--- config.mk ---
export PLATFORM = sky130hd
export DESIGN_NAME = xext_bridge
export DESIGN_NICKNAME = d
export VERILOG_FILES = /design/src/rtl/xext_bridge_pkg.sv /design/src/rtl/xext_bridge_timeout.sv /design/src/rtl/xext_bridge.sv
export SDC_FILE = /design/constraint.sdc
export NUM_CORES = 1
export LEC_CHECK = 0
export ABC_AREA = 1
export CORE_MARGIN = 4
export CORE_UTILIZATION = 43
export DETAILED_ROUTE_END_ITERATION = 8
export GPL_TIMING_DRIVEN = 0
export PLACE_DENSITY = 0.77
export SYNTH_ARGS = -nofsm -noshare
export SYNTH_HDL_FRONTEND = slang
export SYNTH_HIERARCHICAL = 1
export SYNTH_SLANG_ARGS = --single-unit
--- constraint.sdc ---
create_clock -name clk -period 1.9 [get_ports clk]
set_input_delay 0.285 -clock clk [delete_from_list [all_inputs] [get_ports clk]]
set_output_delay 0.285 -clock clk [all_outputs]
set_load 0.01 [all_outputs]
--- src/rtl/xext_bridge_pkg.sv ---
// Shared definitions for the external-port bridge: FSM encodings and defaults.
package xext_bridge_pkg;

    typedef logic [1:0] ext_state_t;

    // Legacy-compatible state encodings
    localparam ext_state_t EXT_IDLE = 2'd0;
    localparam ext_state_t EXT_BUSY = 2'd1;
    localparam ext_state_t EXT_DONE = 2'd2;

    localparam int EXT_ADDR_W_DEF  = 10;
    localparam int EXT_TIMEOUT_DEF = 255;

endpackage

--- src/rtl/xext_bridge_timeout.sv ---
// Saturating wait counter: clears on a new request, counts while enabled,
// flags when it reaches TIMEOUT and then holds there.
module xext_timeout #(
    parameter int TIMEOUT = 255,
    parameter int TO_W    = 8
) (
    input  logic clk,
    input  logic rst,
    input  logic clr,
    input  logic en,
    output logic hit
);

    logic [TO_W-1:0] r_cnt;

    assign hit = (r_cnt == TO_W'(TIMEOUT));

    // Count up while enabled, stop at TIMEOUT so the counter never wraps
    always_ff @(posedge clk) begin
        if (rst || clr)
            r_cnt <= '0;
        else if (en && !hit)
            r_cnt <= r_cnt + 1'b1;
    end

endmodule

--- src/rtl/xext_bridge.sv ---
// External-port responder: turns a single-cycle controller access into a
// req/ack handshake, returns a one-cycle ready pulse, and forces completion
// with a sticky error flag if the target never acknowledges.
module xext_bridge
    import xext_bridge_pkg::*;
#(
    parameter int EXT_ADDR_W = EXT_ADDR_W_DEF,
    parameter int DATA_W     = 32,
    parameter int TIMEOUT    = EXT_TIMEOUT_DEF,
    parameter int TO_W       = 8
) (
    input  logic                  clk,
    input  logic                  rst,
    input  logic                  sel,
    input  logic                  we,
    input  logic [EXT_ADDR_W-1:0] addr,
    input  logic [DATA_W-1:0]     data_in,
    output logic [DATA_W-1:0]     data_out,
    output logic                  ready,
    output logic                  err,
    input  logic                  err_clr,
    output logic                  ext_req,
    output logic                  ext_we,
    output logic [EXT_ADDR_W-1:0] ext_addr,
    output logic [DATA_W-1:0]     ext_wdata,
    input  logic [DATA_W-1:0]     ext_rdata,
    input  logic                  ext_ack
);

    ext_state_t              r_state;
    logic                    r_req;
    logic                    r_we;
    logic [EXT_ADDR_W-1:0]   r_addr;
    logic [DATA_W-1:0]       r_wdata;
    logic [DATA_W-1:0]       r_data_out;
    logic                    r_err;

    logic                    w_start;
    logic                    w_busy;
    logic                    w_hit;

    assign w_start = (r_state == EXT_IDLE) && sel;
    assign w_busy  = (r_state == EXT_BUSY);

    xext_timeout #(
        .TIMEOUT (TIMEOUT),
        .TO_W    (TO_W)
    ) u_timeout (
        .clk (clk),
        .rst (rst),
        .clr (w_start),
        .en  (w_busy),
        .hit (w_hit)
    );

    // Handshake FSM; ack is checked before timeout so a same-cycle ack wins,
    // and err_clr is applied first so a same-cycle timeout set overrides it
    always_ff @(posedge clk) begin
        if (rst) begin
            r_state    <= EXT_IDLE;
            r_req      <= 1'b0;
            r_we       <= 1'b0;
            r_addr     <= '0;
            r_wdata    <= '0;
            r_data_out <= '0;
            r_err      <= 1'b0;
        end else begin
            if (err_clr)
                r_err <= 1'b0;
            case (r_state)
                EXT_IDLE: begin
                    if (sel) begin
                        r_we    <= we;
                        r_addr  <= addr;
                        r_wdata <= data_in;
                        r_req   <= 1'b1;
                        r_state <= EXT_BUSY;
                    end
                end
                EXT_BUSY: begin
                    if (ext_ack) begin
                        r_req <= 1'b0;
                        if (!r_we)
                            r_data_out <= ext_rdata;
                        r_state <= EXT_DONE;
                    end else if (w_hit) begin
                        r_req <= 1'b0;
                        r_err <= 1'b1;
                        if (!r_we)
                            r_data_out <= '0;
                        r_state <= EXT_DONE;
                    end
                end
                EXT_DONE: r_state <= EXT_IDLE;
                default:  r_state <= EXT_IDLE;
            endcase
        end
    end

    assign ready     = (r_state == EXT_DONE);
    assign data_out  = r_data_out;
    assign err       = r_err;
    assign ext_req   = r_req;
    assign ext_we    = r_we;
    assign ext_addr  = r_addr;
    assign ext_wdata = r_wdata;

endmodule

==> flow_summary.yaml, run 1 <==
power_and_ir_drop:
  p_total_mw: 4.113
  vdd_ir_drop_max_mv: 0.4112
  leakagePower_nw: 2.514
  powerDensity_nw_per_um2: 717.6
run_status:
  outcome: "finished clean"
finish:
  fin_nets: 812
  finish.utilization: 0.6838
  fillers: 757
  multi_input_area_um2: 1555
  layoutNonFillerInstCount: 841
  layout-drive-gt1-share: 0.07745
  syn_to_final_growth_pct: 51.54
  seqCellArea_um2: 1748
  antenna_cells: 0
  final_cell_area_um2: 5732
setup_path:
  cp_top_family: "buffers and inverters"
  cp_max_fo: 3
  arrival_ns: 1.48
  worstPathCellList: "inv_2, nor2_1, clkdlybuf4s50_1"
  critPathSlowestCell: "clkdlybuf4s50_1"
  critPathMaxStageDelay_ns: 0.57
  start_kind: "register"
  cp-end-kind: "output pin"
  cp.required_ns: 1.62
  critPathBufInv: 2
  path_class: "reg -> out"
floorplanning:
  die_area_um2: 10360
  initial_utilization: 0.4513
  die_h_um: 101.8
  num_rows: 33
  ios: 158
  die_w_um: 101.8
  coreArea_um2: 8382
timing:
  slew_headroom: 0.7097
  min_period_over_period: 0.9306
  fmax_mhz: 565.6
  hold_slack_ns: 0.3032
  skew_ns: 0.01157
  finalSetupViolations: 0
  min_period_ns: 1.768
  hold_viol: 0
  rsz0062_at_grt: "yes"
  tightest_slew_ns: 0.4338
  slew_viol_final: 0
place:
  io_buffers: 156
  dpl_cell_area_um2: 5475
  hpwlAfterDp_um: 7911
  gp_congestion: 0.8246
  dp_cells: 819
cts:
  root_buffer: "clkbuf_8"
  cts.sinks: 87
  insertion_delay_ns: 0.35
  clockBufferDepth: 2
  clkTransAtPathRegs_ns: 0.09
  cts_max_level: 3
  cts_tree: "yes"
  cts_buffers: 9
global_route:
  grt_pass1_wl_um: 16390
  grt_pass1_vias: 3680
  antenna_found_initial: 0
  grt-ovfl-total: 0
  track_usage: 0.1979
  grt_max_degree: 16
routing:
  routed_wirelength_um: 10340
  via_count: 3798
  avgRoutedWirePerCell_um: 12.30
  drcViolationCount: 0
  ant_nets: 0
  dr.pass1.iters: 4
  first_iter_violations: 115
  routed_via_density: 4.516
logic_synthesis:
  syn_area_um2: 3782
  ys_types: 23
  synthTopCellsByArea: "dfxtp_1 46%, nor2_1 14%, nand2_1 12%, inv_1 7.6%, o21ai_0 5.3%"
  synth_ff_type: "dfxtp_1"
  syn_avg_cell_area_um2: 6.778
  seq_area_frac_synth: 0.4605
  yosysWarnings: 6
  synth_area_leader_cell: "dfxtp_1"
  synthMostInstantiatedCell: "nor2_1"
  synth_top_area_share: 0.4605
  async_reset_ff_frac: 0
  netlist_top_cells_count: "138 x nor2_1, 120 x nand2_1, 87 x dfxtp_1, 77 x inv_1, 40 x o21ai_0"
  synthesis.nets: 639
  yosys_register_bits: 87
  synth_edf_count: 0
  syn-instance-count: 558
min_path:
  hp-class: "in -> reg"
run:
  maxCapViolCount: 0
power breakdown:
part | total, mW | switching [mW] | leakage, nW | internal, mW
registers | 2.02 | 0.0665 | 0.717 | 1.95
logic | 0.940 | 0.431 | 1.71 | 0.509
clock network | 1.16 | 0.675 | 0.0829 | 0.482
total | 4.11 | 1.17 | 2.51 | 2.94
metrics by stage:
step	setup TNS, ns	worst slack, ns
after global routing	-0.0008555	-0.0005012
after floorplan	0	0.2961
after global placement	0	0.03282
final	0	0.1318
after detailed placement	0	0.01143
after CTS	0	0.01836
worst paths after layout:
check                                  end                            start  cells after the start  slack, ns
setup / recovery                     ready          r_state[1]$_SDFFE_PP0P_                      3       0.13
hold / removal     r_state[0]$_SDFFE_PP0P_                          ext_ack                      4       0.30
setup reg to reg  data_out[2]$_SDFFE_PP0P_  u_timeout/r_cnt[0]$_SDFFE_PP0P_                     12       0.13
hold reg to reg       ext_req$_SDFFE_PP0P_             ext_req$_SDFFE_PP0P_                      2       0.47
registers in the layout (all words and copies together), names as in the netlist:
register / flops
ext_req: 1
ext_we: 1
data_out: 32
ext_addr: 10
err: 1
r_state: 2
u_timeout/r_cnt: 8
ext_wdata: 32
cell usage in the layout, fill, tap and decap left out, drive strengths merged:
cell	n
nand3	37
a21oi	9
buf	31
nor2	141
o21ai	45
clkinv	3
clkdlybuf4s50	156
ha	1
nor3	2
nand2	121
clkinvlp	2
clkbuf	16
nand4	1
inv	82
dfxtp	87
nand3b	2
cell type report:
class,count,share of cell area
flip-flops and latches,87,0.3050
clock buffers,10,0.02227
inverters,81,0.05305
well taps,105,0.02292
clock inverters,6,0.008077
plain buffers,31,0.03515
multi-input cells,359,0.2713
repair buffers,162,0.2823
timing repair:
| action | in CTS | in global routing |
|---|---|---|
| hold buffers | 0 | 0 |
| setup buffers | 0 | 3 |
| gates resized for setup | 0 | 15 |
| setup endpoints to repair | 0 | 33 |
metal layers:
layer / vias up / track usage / share of wire
met5: - / 0 / 0
met4: 0 / 0.04294 / 0.0073
met3: 8 / 0.09298 / 0.12
met2: 122 / 0.3446 / 0.48
met1: 1647 / 0.2207 / 0.40
li1: 2021 / - / -
cell families after synthesis:
logic type / after synthesis / share of synthesized area
fa+ha+maj: 1 / 0.003307
flops: 87 / 0.4605
simple gates: 304 / 0.3311
compound gates: 54 / 0.07145
buf+inv: 112 / 0.1336
worst min-delay path, cell delays in order:
cell     delay, ns
buf_4         0.13
nor2_1        0.09
nand2_1       0.07
a21oi_1       0.05
(Power assumes the default switching activity.)
==> run 2, diff against run 1 <==
--- a/config.mk
+++ b/config.mk
@@ -5,12 +5,12 @@
 export SDC_FILE = /design/constraint.sdc
 export NUM_CORES = 1
 export LEC_CHECK = 0
-export ABC_AREA = 1
 export CORE_MARGIN = 4
-export CORE_UTILIZATION = 43
+export CORE_UTILIZATION = 41
 export DETAILED_ROUTE_END_ITERATION = 8
 export GPL_TIMING_DRIVEN = 0
-export PLACE_DENSITY = 0.77
+export PLACE_DENSITY = 0.76
+export RECOVER_POWER = 100
 export SYNTH_ARGS = -nofsm -noshare
 export SYNTH_HDL_FRONTEND = slang
 export SYNTH_HIERARCHICAL = 1
==> run 2 against run 1 <==
Compared with the run above:
- maximum frequency decreased by 2.4%
- routed wire length is 7.7% lower
- total power fell by 1.6%
- largest cell class unchanged
- largest power group unchanged
==> flow_summary.yaml, run 2 <==
floorplanning:
  die_h_um: 99.36
  ios: 158
  die_w_um: 99.36
  die_area_um2: 9872
  coreArea_um2: 8175
  initial_utilization: 0.4186
  num_rows: 33
setup_path:
  cp.required_ns: 1.62
  reg2reg_slack_ns: 0.13
  start_kind: "register"
  rr_endpoint: "data_out[28]$_SDFFE_PP0P_"
  arrival_ns: 1.53
  cp-end-kind: "output pin"
  cp_max_fo: 5
  worstRegToRegCells: 8
  path_class: "reg -> out"
  r2r_start: "u_timeout/r_cnt[5]$_SDFFE_PP0P_"
  crit_start: "r_state[1]$_SDFFE_PP0P_"
logic_synthesis:
  syn_area_um2: 3422
  syn_avg_cell_area_um2: 9.694
  async_reset_ff_frac: 0
  synth_edf_count: 0
  yosysWarnings: 6
  synthesis.nets: 434
  syn-instance-count: 353
  yosys_register_bits: 87
  synthTopCellsByArea: "dfxtp_1 51%, mux2i_1 13%, a21oi_1 5.3%, nor2_1 4.9%, nand3_1 4.7%"
  synth_area_leader_cell: "dfxtp_1"
  seq_area_frac_synth: 0.5090
  synth_top_area_share: 0.5090
  netlist_top_cells_count: "87 x dfxtp_1, 46 x mux2i_1, 45 x nor2_1, 36 x a21oi_1, 32 x nand3_1"
  ys_types: 40
  synthMostInstantiatedCell: "dfxtp_1"
  synth_ff_type: "dfxtp_1"
cts:
  cts_resized: 1
  cts.sinks: 87
  insertion_delay_ns: 0.34
  postCtsSetupRepairBufs: 0
  cts_tree: "yes"
  root_buffer: "clkbuf_8"
  cts_buffers: 9
  hold_buffers: 0
  cts_max_level: 3
  clockBufferDepth: 2
  clkTransAtPathRegs_ns: 0.08
timing:
  hold_slack_ns: 0.3506
  fin_ws_ns: 0.08846
  min_period_over_period: 0.9534
  slew_headroom: 0.6710
  min_period_ns: 1.812
  skew_ns: 0.01063
  slew_viol_final: 0
  hold_viol: 0
  rsz0062_at_grt: "no"
  tightest_slew_ns: 0.4935
  finalSetupViolations: 0
  fmax_mhz: 552.0
routing:
  routed_wirelength_um: 9545
  ant_nets: 0
  avgRoutedWirePerCell_um: 15.20
  via_count: 3223
  first_iter_violations: 92
  routed_via_density: 5.132
  dr.pass1.iters: 4
  drcViolationCount: 0
power_and_ir_drop:
  leakagePower_nw: 2.202
  p_sw_mw: 0.9603
  comb_power_share: 0.175
  power_frac_seq: 0.484
  p_int_mw: 3.088
  vdd_ir_drop_max_mv: 0.4892
  p_total_mw: 4.048
  clkPwrFrac: 0.341
  powerDensity_nw_per_um2: 764.3
  sw_frac_of_total: 0.2372
finish:
  fillers: 703
  antenna_cells: 0
  layout_common_cells: "87 x dfxtp_1, 78 x clkdlybuf4s50_1, 78 x dlygate4sd3_1"
  layout_commonest_cell: "dfxtp_1"
  seqCellArea_um2: 1742
  multi_input_area_um2: 1431
  layout-drive-gt1-share: 0.07457
  syn_to_final_growth_pct: 54.77
  fin_nets: 600
  finish.utilization: 0.6478
run:
  maxCapViolCount: 0
place:
  io_buffers: 156
  place_ws_ns: -0.3111
  gp_congestion: 0.8615
  hpwlAfterDp_um: 7395
global_route:
  track_usage: 0.1964
  grt_pass1_wl_um: 15860
  grt_pass1_vias: 3355
  grt-ovfl-total: 0
  grt_max_degree: 16
  antenna_found_initial: 0
min_path:
  holdPathEnd: "data_out[31]$_SDFFE_PP0P_"
  hp-class: "in -> reg"
  hp-start: "ext_ack"
  min_delay_path_depth: 3
run_status:
  outcome: "finished clean"
==> run 2: cell count changes after synthesis, sizes merged, moves of 2 or more <==
cell	change
nand2	-112
nor2	-95
inv	-75
mux2i	+46
a21oi	+27
o21ai	-11
buf	-10
clkbuf	+7
nand3	-5
a2111oi	+4
a31oi	+2
nor3b	+2
or3	+2
==> run 2: cell type report <==
| type | instances | share of cell area |
|---|---|---|
| flip-flops and latches | 87 | 0.3288 |
| inverters | 6 | 0.004252 |
| repair buffers | 156 | 0.2948 |
| clock buffers | 12 | 0.02740 |
| well taps | 105 | 0.02481 |
| multi-input cells | 232 | 0.2703 |
| clock inverters | 3 | 0.01276 |
| plain buffers | 27 | 0.03685 |
==> run 2: power groups by stage <==
stage / Clock (mW) / Combinational [mW] / Sequential [mW]
2_1_floorplan: 0 / 0.310 / 2.04
3_3_place_gp: 0 / 0.749 / 2.00
3_5_place_dp: 0 / 0.761 / 2.01
4_1_cts: 1.42 / 0.766 / 1.97
5_1_grt: 1.50 / 0.771 / 1.97
6_report: 1.38 / 0.709 / 1.96
==> run 2: how the worst max path moves through the flow <==
| stage | endpoint | slack (ns) | cells past startpoint |
|---|---|---|---|
| 2_1_floorplan | data_out[15]$_SDFFE_PP0P_ | 0.28 | 8 |
| 3_3_place_gp | ext_wdata[4]$_SDFFE_PP0P_ | -0.30 | 5 |
| 3_5_place_dp | ext_wdata[4]$_SDFFE_PP0P_ | -0.31 | 5 |
| 4_1_cts | ready | 0.04 | 2 |
| 5_1_grt | data_out[12]$_SDFFE_PP0P_ | 0.008 | 8 |
| 6_report | ready | 0.09 | 2 |
==> run 2: cell families after synthesis <==
kind of cell / after synthesis / share of synthesized area
compound gates: 82 / 0.1360
fa+ha+maj: 1 / 0.003656
buf+inv: 34 / 0.06837
flops: 87 / 0.5090
mux: 46 / 0.1346
simple gates: 103 / 0.1484
==> run 2: per-layer routing <==
metal / GRT usage / up-vias / share of wire
li1: - / 1572 / -
met3: 0.07644 / 11 / 0.11
met5: 0 / - / 0
met2: 0.3249 / 129 / 0.47
met4: 0.06303 / 0 / 0.014
met1: 0.2349 / 1511 / 0.41
==> run 2: critical path, stage by stage, from the launching register on <==
cell and delay [ns]:
dfxtp_1 0.44, and2b_2 0.19, clkdlybuf4s50_1 0.56
==> run 2: metrics by stage <==
stage | cell area (um^2) | cells | TNS (ns)
2_1_floorplan | 3422 | 353 | 0
3_3_place_gp | 5115 | 614 | -2.992
3_5_place_dp | 5115 | 614 | -3.030
4_1_cts | 5333 | 629 | 0
5_1_grt | 5296 | 628 | 0
6_report | 5296 | 628 | 0
